## config.mk

```make
export PLATFORM = sky130hd
export DESIGN_NAME = imem_boot_loader
export DESIGN_NICKNAME = d
export VERILOG_FILES = /design/src/rtl/imem_boot_loader_pkg.sv /design/src/rtl/imem_boot_loader_byte_packer.sv /design/src/rtl/imem_boot_loader.sv
export SDC_FILE = /design/constraint.sdc
export NUM_CORES = 1
export LEC_CHECK = 0
export ABC_AREA = 1
export CAP_MARGIN = 10
export CORE_MARGIN = 2
export CORE_UTILIZATION = 38
export DETAILED_ROUTE_END_ITERATION = 8
export PLACE_DENSITY = 0.78
export SYNTH_ARGS = -nofsm -noshare
export SYNTH_HDL_FRONTEND = slang
export SYNTH_SLANG_ARGS = --single-unit
```

## constraint.sdc

```tcl
create_clock -name clk -period 1.5 [get_ports clk]
set_input_delay 0.3 -clock clk [delete_from_list [all_inputs] [get_ports clk]]
set_output_delay 0.3 -clock clk [all_outputs]
set_load 0.01 [all_outputs]
```

## src/rtl/imem_boot_loader_pkg.sv

```systemverilog
// Shared definitions for the instruction-memory boot loader.
//   state_t        : FSM state encoding (3 bits)
//   HDR_BYTES      : bytes per little-endian word on the boot stream
//   NOP_INST       : instruction presented to the CPU while it is stalled
//   word_addr()    : byte address of word index idx above a base address
`timescale 1ns/1ps
package imem_boot_loader_pkg;

    typedef enum logic [2:0] {
        ST_HDR   = 3'd0,
        ST_DATA  = 3'd1,
        ST_WRITE = 3'd2,
        ST_CSUM  = 3'd3,
        ST_RUN   = 3'd4,
        ST_ERR   = 3'd5
    } state_t;

    localparam int          HDR_BYTES = 4;
    localparam logic [31:0] NOP_INST  = 32'h0000_0000;

    // Address arithmetic wraps modulo 2^32; bits [1:0] are forced to zero so
    // the DRAM always sees a word-aligned address.
    function automatic logic [31:0] word_addr(input logic [31:0] base,
                                              input logic [31:0] idx);
        logic [31:0] sum;
        sum = base + (idx << 2);
        return {sum[31:2], 2'b00};
    endfunction

endpackage

```

## src/rtl/imem_boot_loader_byte_packer.sv

```systemverilog
// Packs a little-endian byte stream into 32-bit words.
//   clk, rst_n  : clock, asynchronous active-low reset
//   clear       : synchronous restart of the byte counter and shift register
//   in_valid    : a byte is consumed this cycle
//   in_data     : the byte
//   word        : word formed by the shift register plus the current byte
//                 (meaningful together with word_valid)
//   word_valid  : in_valid on the last byte of a word
//   held        : registered shift-register contents; after the last byte of
//                 a word it holds that complete word until the next byte
`timescale 1ns/1ps
module imem_boot_loader_byte_packer
    import imem_boot_loader_pkg::*;
(
    input  logic        clk,
    input  logic        rst_n,
    input  logic        clear,
    input  logic        in_valid,
    input  logic [7:0]  in_data,
    output logic [31:0] word,
    output logic        word_valid,
    output logic [31:0] held
);

    logic [1:0]  byte_cnt;
    logic [31:0] shreg;

    // New bytes enter at the top and shift down, so the first byte of the
    // word ends up in bits [7:0].
    assign word       = {in_data, shreg[31:8]};
    assign word_valid = in_valid && (byte_cnt == 2'(HDR_BYTES - 1));
    assign held       = shreg;

    always_ff @(posedge clk or negedge rst_n) begin
        if (!rst_n) begin
            byte_cnt <= 2'd0;
            shreg    <= 32'd0;
        end else if (clear) begin
            byte_cnt <= 2'd0;
            shreg    <= 32'd0;
        end else if (in_valid) begin
            byte_cnt <= byte_cnt + 2'd1;
            shreg    <= word;
        end
    end

endmodule

```

## src/rtl/imem_boot_loader.sv

```systemverilog
// Instruction-memory boot loader.
// Holds the CPU stalled, receives a framed program over a valid/ready byte
// stream (word count N, N payload words, XOR checksum byte; all little-endian),
// writes the words to imem, and after the checksum matches hands the imem
// read port to the CPU fetch path.
//   clk, rst_n          : clock, asynchronous active-low reset
//   s_valid/s_data      : boot byte stream in
//   s_ready             : byte accepted when s_valid && s_ready at a rising edge
//   reload              : one-cycle pulse, honoured only in RUN, restarts loading
//   cpu_addr/cpu_inst   : CPU fetch address and returned instruction
//   cpu_stall           : 1 while the CPU must hold its PC
//   mem_addr/mem_wdata/mem_we/mem_rdata : imem DRAM port
//   load_done           : 1 in RUN
//   load_error          : 1 in ERR (terminal until rst_n)
//   fsm_state           : current FSM state, for observation
//
// Handshake: a byte transfers on a rising edge where s_valid && s_ready are
// both high; s_ready is a pure decode of the registered state, so it never
// depends on s_valid, and the source may hold s_valid low for any length.
`timescale 1ns/1ps
module imem_boot_loader
    import imem_boot_loader_pkg::*;
#(
    parameter logic [31:0] BASE_ADDR = 32'h0000_0000,
    parameter int          MAX_WORDS = 1024
) (
    input  logic        clk,
    input  logic        rst_n,
    input  logic        s_valid,
    input  logic [7:0]  s_data,
    output logic        s_ready,
    input  logic        reload,
    input  logic [31:0] cpu_addr,
    output logic [31:0] cpu_inst,
    output logic        cpu_stall,
    output logic [31:0] mem_addr,
    output logic [31:0] mem_wdata,
    output logic        mem_we,
    input  logic [31:0] mem_rdata,
    output logic        load_done,
    output logic        load_error,
    output state_t      fsm_state
);

    localparam int CNT_W = $clog2(MAX_WORDS + 1);

    state_t           state, state_nx;
    logic [CNT_W-1:0] word_cnt;
    logic [CNT_W-1:0] n_words;
    logic [7:0]       csum;

    logic             accept;
    logic             pk_valid;
    logic             pk_clear;
    logic             pk_word_valid;
    logic [31:0]      pk_word;
    logic [31:0]      pk_held;
    logic             hdr_ok;
    logic             last_word;
    logic             reload_run;

    // Byte offset bits of the PC are irrelevant to a word-wide fetch.
    logic             unused_addr_bits;
    assign unused_addr_bits = ^cpu_addr[1:0];

    assign accept     = s_valid && s_ready;
    assign pk_valid   = accept && ((state == ST_HDR) || (state == ST_DATA));
    assign reload_run = (state == ST_RUN) && reload;
    assign pk_clear   = reload_run;
    assign hdr_ok     = (pk_word != 32'd0) && (pk_word <= 32'(MAX_WORDS));
    assign last_word  = ((word_cnt + CNT_W'(1)) == n_words);

    // The same packer assembles the header word and every payload word.
    imem_boot_loader_byte_packer u_packer (
        .clk        (clk),
        .rst_n      (rst_n),
        .clear      (pk_clear),
        .in_valid   (pk_valid),
        .in_data    (s_data),
        .word       (pk_word),
        .word_valid (pk_word_valid),
        .held       (pk_held)
    );

    // State register
    always_ff @(posedge clk or negedge rst_n) begin
        if (!rst_n) begin
            state <= ST_HDR;
        end else begin
            state <= state_nx;
        end
    end

    // Next state and state-decoded outputs
    always_comb begin
        state_nx   = state;
        s_ready    = 1'b0;
        mem_we     = 1'b0;
        cpu_stall  = 1'b1;
        load_done  = 1'b0;
        load_error = 1'b0;
        cpu_inst   = NOP_INST;
        mem_addr   = word_addr(BASE_ADDR, 32'(word_cnt));
        unique case (state)
            ST_HDR: begin
                s_ready = 1'b1;
                if (pk_word_valid) begin
                    state_nx = hdr_ok ? ST_DATA : ST_ERR;
                end
            end
            ST_DATA: begin
                s_ready = 1'b1;
                if (pk_word_valid) begin
                    state_nx = ST_WRITE;
                end
            end
            ST_WRITE: begin
                mem_we   = 1'b1;
                state_nx = last_word ? ST_CSUM : ST_DATA;
            end
            ST_CSUM: begin
                s_ready = 1'b1;
                if (accept) begin
                    state_nx = (s_data == csum) ? ST_RUN : ST_ERR;
                end
            end
            ST_RUN: begin
                cpu_stall = 1'b0;
                load_done = 1'b1;
                cpu_inst  = mem_rdata;
                mem_addr  = {cpu_addr[31:2], 2'b00};
                if (reload) begin
                    state_nx = ST_HDR;
                end
            end
            ST_ERR: begin
                load_error = 1'b1;
            end
            default: begin
                state_nx = ST_ERR;
            end
        endcase
    end

    assign mem_wdata = pk_held;
    assign fsm_state = state;

    // Word count, write index and running checksum
    always_ff @(posedge clk or negedge rst_n) begin
        if (!rst_n) begin
            word_cnt <= '0;
            n_words  <= '0;
            csum     <= 8'd0;
        end else if (reload_run) begin
            word_cnt <= '0;
            n_words  <= '0;
            csum     <= 8'd0;
        end else begin
            if ((state == ST_HDR) && pk_word_valid && hdr_ok) begin
                n_words <= pk_word[CNT_W-1:0];
            end
            if ((state == ST_DATA) && pk_valid) begin
                csum <= csum ^ s_data;
            end
            if (state == ST_WRITE) begin
                word_cnt <= word_cnt + CNT_W'(1);
            end
        end
    end

endmodule
```

=== Word-level counts from Yosys, hierarchy flattened ===
Index checks and enable logic that the tools add are counted.

* Register bits: 67
* Input bits: 76
* Output and inout bits: 104
* Word-level logic and storage cells: 65

* Add/sub/neg operators: 2
* Magnitude comparators: 1
* Equality and inequality tests: 12
* Muxes and demuxes: 25
* Bitwise gates (word level): 2
* Reduce and logical (&&, ||, !) cells: 17

{| class="wikitable"
|+ Operator list
! cell !! count
|-
| 32-bit two-way mux || 4
|-
| 11-bit two-way mux || 4
|-
| 32-bit by 11-bit less-or-equal comparator with 1-bit output, second input constant || 1
|-
| 32-bit nonzero test || 1
|-
| 3-bit one-hot mux with 6 select lines || 1
|-
| 8-bit two-way mux || 2
|-
| 3-bit two-way mux || 5
|-
| 11-bit by 1-bit adder with 11-bit output, second input constant || 1
|-
| 11-bit == test || 1
|-
| 8-bit == test || 1
|-
| 1-bit logical AND || 8
|-
| 2-bit inequality test, second input constant || 4
|-
| 2-bit nonzero test || 4
|-
| 8-bit bitwise XOR || 1
|-
| 3-bit by 2-bit == test with 1-bit output, second input constant || 2
|-
| 3-bit == test, second input constant || 2
|-
| 1-bit two-way mux || 6
|-
| 2-bit two-way mux || 3
|-
| 5-bit AND reduction || 1
|-
| 3-bit by 1-bit == test with 1-bit output, second input constant || 1
|-
| 3-bit zero test || 1
|-
| 3-bit OR reduction || 1
|-
| 2-bit by 1-bit adder with 2-bit output, second input constant || 1
|-
| 2-bit == test, second input constant || 1
|-
| other kinds (2) || 2
|}

=== Logic depth before layout (Yosys ltp) ===
* Word-level depth: 10
* Depth in mapped cells: 13
* Gate-level depth less buffers: 13

=== Cells and area by module ===
From an unflattened synthesis, not the netlist that was laid out.

* Cells, all modules: 638
* Area total of the unflattened synthesis: 4,476.8 sq um

{| class="wikitable"
|+ Modules (own cells, without submodules)
! module !! instances !! cells an instance !! area each (sq um) !! seq. area each (sq um)
|-
| imem_boot_loader || 1 || 454 || 2,747.6 || 825.8
|-
| imem_boot_loader_byte_packer || 1 || 184 || 1,729.2 || 850.8
|}

=== Least setup slack after synthesis ===
Ideal clock, no wire load.

* Kind: reg2out
* Start: register state[1], in the netlist fsm_state[1]
* End: output cpu_inst[22]
* Data arrival time: 1.354 ns
* Data required time: 1.200 ns
* Slack: -0.154 ns
* Stages on the path, launching flop included: 6
* Path buffers: 1
* Cells stage by stage: dfrtp_1 > or2_4 > nor2_8 > inv_4 > buf_1 > nor2_1

* Word-level cells in the longest chain between the ends: 2

{| class="wikitable"
|+ RTL lines
! item !! RTL line !! text
|-
| start: declaration || imem_boot_loader.sv:47 || <nowiki>state_t state, state_nx;</nowiki>
|-
| start signal: assignment || imem_boot_loader.sv:90 || <nowiki>state <= state_nx;</nowiki>
|-
| 3-bit == test || imem_boot_loader.sv:104 || <nowiki>unique case (state)</nowiki>
|-
| 32-bit two-way mux || imem_boot_loader.sv:104 ||
|-
| end: declaration || imem_boot_loader.sv:34 || <nowiki>output logic [31:0] cpu_inst,</nowiki>
|}

Every way passes these cells.

=== Worst setup path in the final report ===
* Start: register state[1], in the netlist fsm_state[1]
* End: output mem_addr[10]

* Word-level cells in the longest chain between the ends: 2

{| class="wikitable"
|+ RTL lines
! item !! RTL line !! text
|-
| 3-bit == test || imem_boot_loader.sv:104 ||
|-
| 32-bit two-way mux || imem_boot_loader.sv:104 ||
|-
| end: declaration || imem_boot_loader.sv:36 || <nowiki>output logic [31:0] mem_addr,</nowiki>
|}

Every way passes these cells.

==> metrics.md <==
| Metric | Value |
|---|---|
| Maximum number of pins on one net before global-route repair | 40 |
| XOR/XNOR Fraction of Synth Area | 0.0223 |
| Critical Path RT | 1200 ps |
| Total CTS buffers | 9 |
| Final net count | 942 |
| Async SR Flop Fraction | 1.00 |
| PortBufs | 175 |
| Initial antenna violation count | 0 |
| CP startpoint kind | flip-flop |
| Layout area overhead | 97.6% |
| CP Cell Sequence | or2_4 -> nor2_8 -> buf_6 -> buf_16 -> nand2_2 -> o21ai_1 -> buf_2 |
| Synth Area in Simple Gates | 0.321 |
| Worst-path clk slew | 80 ps |
| Pwr Total | 14600 µW |
| YS warnings | 0 |
| Crit share post-route | 1.34 |
| DR vias/cell | 5.07 |
| DR iter-0 viols | 390 |
| # clock sinks | 67 |
| Root Buffer | clkbuf_8 |
| Max Freq | 498 MHz |
| Seq/Total Area, Yosys | 0.428 |
| Core area | 10200 µm² |
| Total GRT Usage | 0.279 |
| Vias in the first global route | 5059 |
| Dpl hpwl | 10.3 mm |
| LEAKAGE | 0.00387 µW |
| # diodes | 0 |
| Critical path capture point type | primary output |
| Power Density | 1890 nW/µm² |
| Synth Area in Adders | 0.00638 |
| Slew Viols, Final | 0 |
| GP Congestion | 0.843 |
| Worst vdd ir | 1310 µV |
| Fin Clk Skew | 12.5 ps |
| Top delay family on crit path | simple AND/OR/NAND/NOR gates |
| Remaining global-route overflow | 0 |
| # setup viols final | 134 |
| Die area | 11100 µm² |
| Vias post-DR | 5096 |
| FP Rows | 37 |
| Maxcap violations | 0 |
| CP max stage delay | 410 ps |
| Routed Antenna Nets | 0 |
| Synth Cell Area | 3920 µm² |
| Ys flop type | dfrtp_1 |
| CP Capture Point | mem_addr[10] |
| DRC viols | 0 |
| Main combinational cell family by area after synthesis | simple AND/OR/NAND/NOR gates |
| EDFF count, synth | 0 |
| DR pass1 iterations | 5 |
| Critical path class | flip-flop to primary output |
| Final min period | 2010 ps |
| Hold Crit Class | input pin to asynchronous set/reset pin |
| CP Depth | 7 |
| Post-Layout Cell Count | 1005 |
| Routed len/inst | 16.6 µm |
| Register-to-Register Path Depth | 12 |
| Failing checks | negative setup slack |
| Drt total wl | 16.7 mm |
| Crit path from | fsm_state[1]$_DFFE_PN0P_ |
| Synth Area in Compound Gates | 0.0976 |
| Share of cells above drive strength 1 | 0.445 |
| Status | complete, but fails checks |
| Mapped Cells | 558 |
| #FFs+latches synth | 67 |
| R2R Setup Slk | -280 ps |
| R2R Path End | fsm_state[1]$_DFFE_PN0P_ |
| Fin worst setup slack | -510 ps |
| Netlist cell types | 37 |
| Die W | 106 µm |
| Unrepaired setup endpoints after global routing | true |
| Longest Clk Path Bufs | 2 |
| First-pass GRT wire length | 24.7 mm |
| CP arrival | 1710 ps |
| CP max FO | 6 |
| Io pins | 180 |
| Hold Vio Cnt, Final | 0 |
| Syn Area/Cell | 7.03 µm² |
| Worst skew pair latency | 380 ps |
| Placed insts | 949 |
| RR Startpoint | fsm_state[2]$_DFFE_PN0P_ |
| Slowest CP cell | dfrtp_2 |
| DIE HEIGHT | 106 µm |
| Buf/Inv on CP | 3 |
| Post-synthesis mux area share | 0 |
| Initial Utilization | 0.385 |
| CTS tree | yes |
| H-tree levels | 3 |
kinds of logic (layout without fill, tap and decap cells):
group | after synthesis | in the layout
and+or+nand+nor | 284 | 284
buffers and inverters | 121 | 431
AOI/OAI and AO/OA | 73 | 73
DFF | 67 | 67
xor gates and xnor gates | 10 | 10
adders and majority gates | 2 | 2
other | 1 | 2
layout by cell type (no fill, tap or decap), drive strengths merged:
cell type      instances
nand4                  7
and2                   1
nor4                   2
nor3                  13
o21ai                 59
clkinv                 3
bufinv                 2
o211ai                 1
a21oi                  6
clkdlybuf4s50         71
nor2                 108
buf                  205
o22ai                  5
clkdlybuf4s15          9
nand3                 54
a22o                   1
nand3b                 3
or3                    1
nand2                 94
a31oi                  1
or2                    1
dfrtp                 67
ha                     2
conb                   2
dlymetal6s2s           1
clkbuf                23
dlygate4sd2           14
xor2                   9
dlygate4sd3            1
inv                  101
xnor2                  1
bufbuf                 1
final cells by class:
type / count / area, µm²
Timing Repair Buffer: 315 / 2860
Fill cell: 671 / 2430
Multi-Input combinational cell: 371 / 2400
Sequential cell: 67 / 1680
Inverter: 99 / 409
Tap cell: 136 / 170
Clock buffer: 10 / 138
Clock inverter: 6 / 87.6
Timing Repair inverter: 1 / 11.3
metrics by stage:
| step | setup WS [ps] | hold slack [ps] | util | instance area [µm²] | setup TNS (ps) |
|---|---|---|---|---|---|
| 2_1_floorplan | -121 | 4.41 | - | 4120 | -7550 |
| 5_1_grt | -591 | 423 | 0.761 | 7750 | -50860 |
| 6_report | -510 | 405 | 0.761 | 7750 | -40760 |
| 3_3_place_gp | -435 | 257 | 0.660 | 6720 | -38850 |
| 3_5_place_dp | -502 | 269 | 0.660 | 6720 | -43290 |
| 4_1_cts | -552 | 431 | 0.738 | 7520 | -39770 |
registers in the layout, indices dropped and copies added (netlist names):
register           cells
csum                   8
fsm_state              3
n_words               11
u_packer.byte_cnt      2
u_packer.held         32
word_cnt              11
cells in the mapped netlist, types with 5 or more instances:
| cell type | n | area (µm²) |
|---|---|---|
| inv_1 | 94 | 353 |
| nand4_1 | 7 | 43.8 |
| nand2_1 | 92 | 345 |
| clkbuf_1 | 10 | 37.5 |
| o21ai_0 | 38 | 190 |
| o21ai_1 | 21 | 105 |
| nor2_1 | 103 | 387 |
| buf_2 | 7 | 35.0 |
| a21oi_1 | 5 | 25.0 |
| o22ai_1 | 5 | 31.3 |
| xor2_1 | 9 | 78.8 |
| nor3_1 | 12 | 60.1 |
| dfrtp_1 | 67 | 1680 |
| nand3_1 | 54 | 270 |
per-layer routing:
layer	wire [µm]	global-route usage	vias up
met5	0	0	-
met4	459	0.0893	0
met3	1010	0.0686	42
met2	8970	0.512	205
met1	6270	0.316	2478
li1	-	-	2371
power by group:
part | total [µW] | switching [µW] | internal (µW)
clock | 1780 | 791 | 984
combinational | 9810 | 5080 | 4740
sequential | 3050 | 550 | 2500
worst reg2reg max path, cell delays in order (launching register included):
cell	delay, ps
dfrtp_2	440
buf_6	130
nor3_4	190
buf_6	140
buf_6	100
nand3_2	70
nor2_1	110
nand3_1	100
nor3_2	150
nand3_1	100
nand2_1	80
nand2_1	50
nand2_1	70
worst min path at each step:
stage | start | endpoint | slack (ps) | cells after the start
floorplan | rst_n | csum[0]$_DFFE_PN0P_ | 4 | 0
detailed placement | rst_n | word_cnt[1]$_DFFE_PN0P_ | 270 | 1
finish | rst_n | word_cnt[1]$_DFFE_PN0P_ | 400 | 2
CTS | rst_n | word_cnt[1]$_DFFE_PN0P_ | 430 | 2
global placement | rst_n | word_cnt[1]$_DFFE_PN0P_ | 260 | 1
global route | rst_n | word_cnt[1]$_DFFE_PN0P_ | 420 | 2
repair_timing:
item | CTS | global route
gates cloned | 9 | 3
hold buffers | 1 | 0
gates resized for setup | 456 | 103
pin swaps | 18 | 22
endpoints found under the setup margin | 169 | 155
hold endpoints to repair | 14 | 0
setup buffers | 16 | 18
Note: power is estimated with default switching activity, not from simulation.
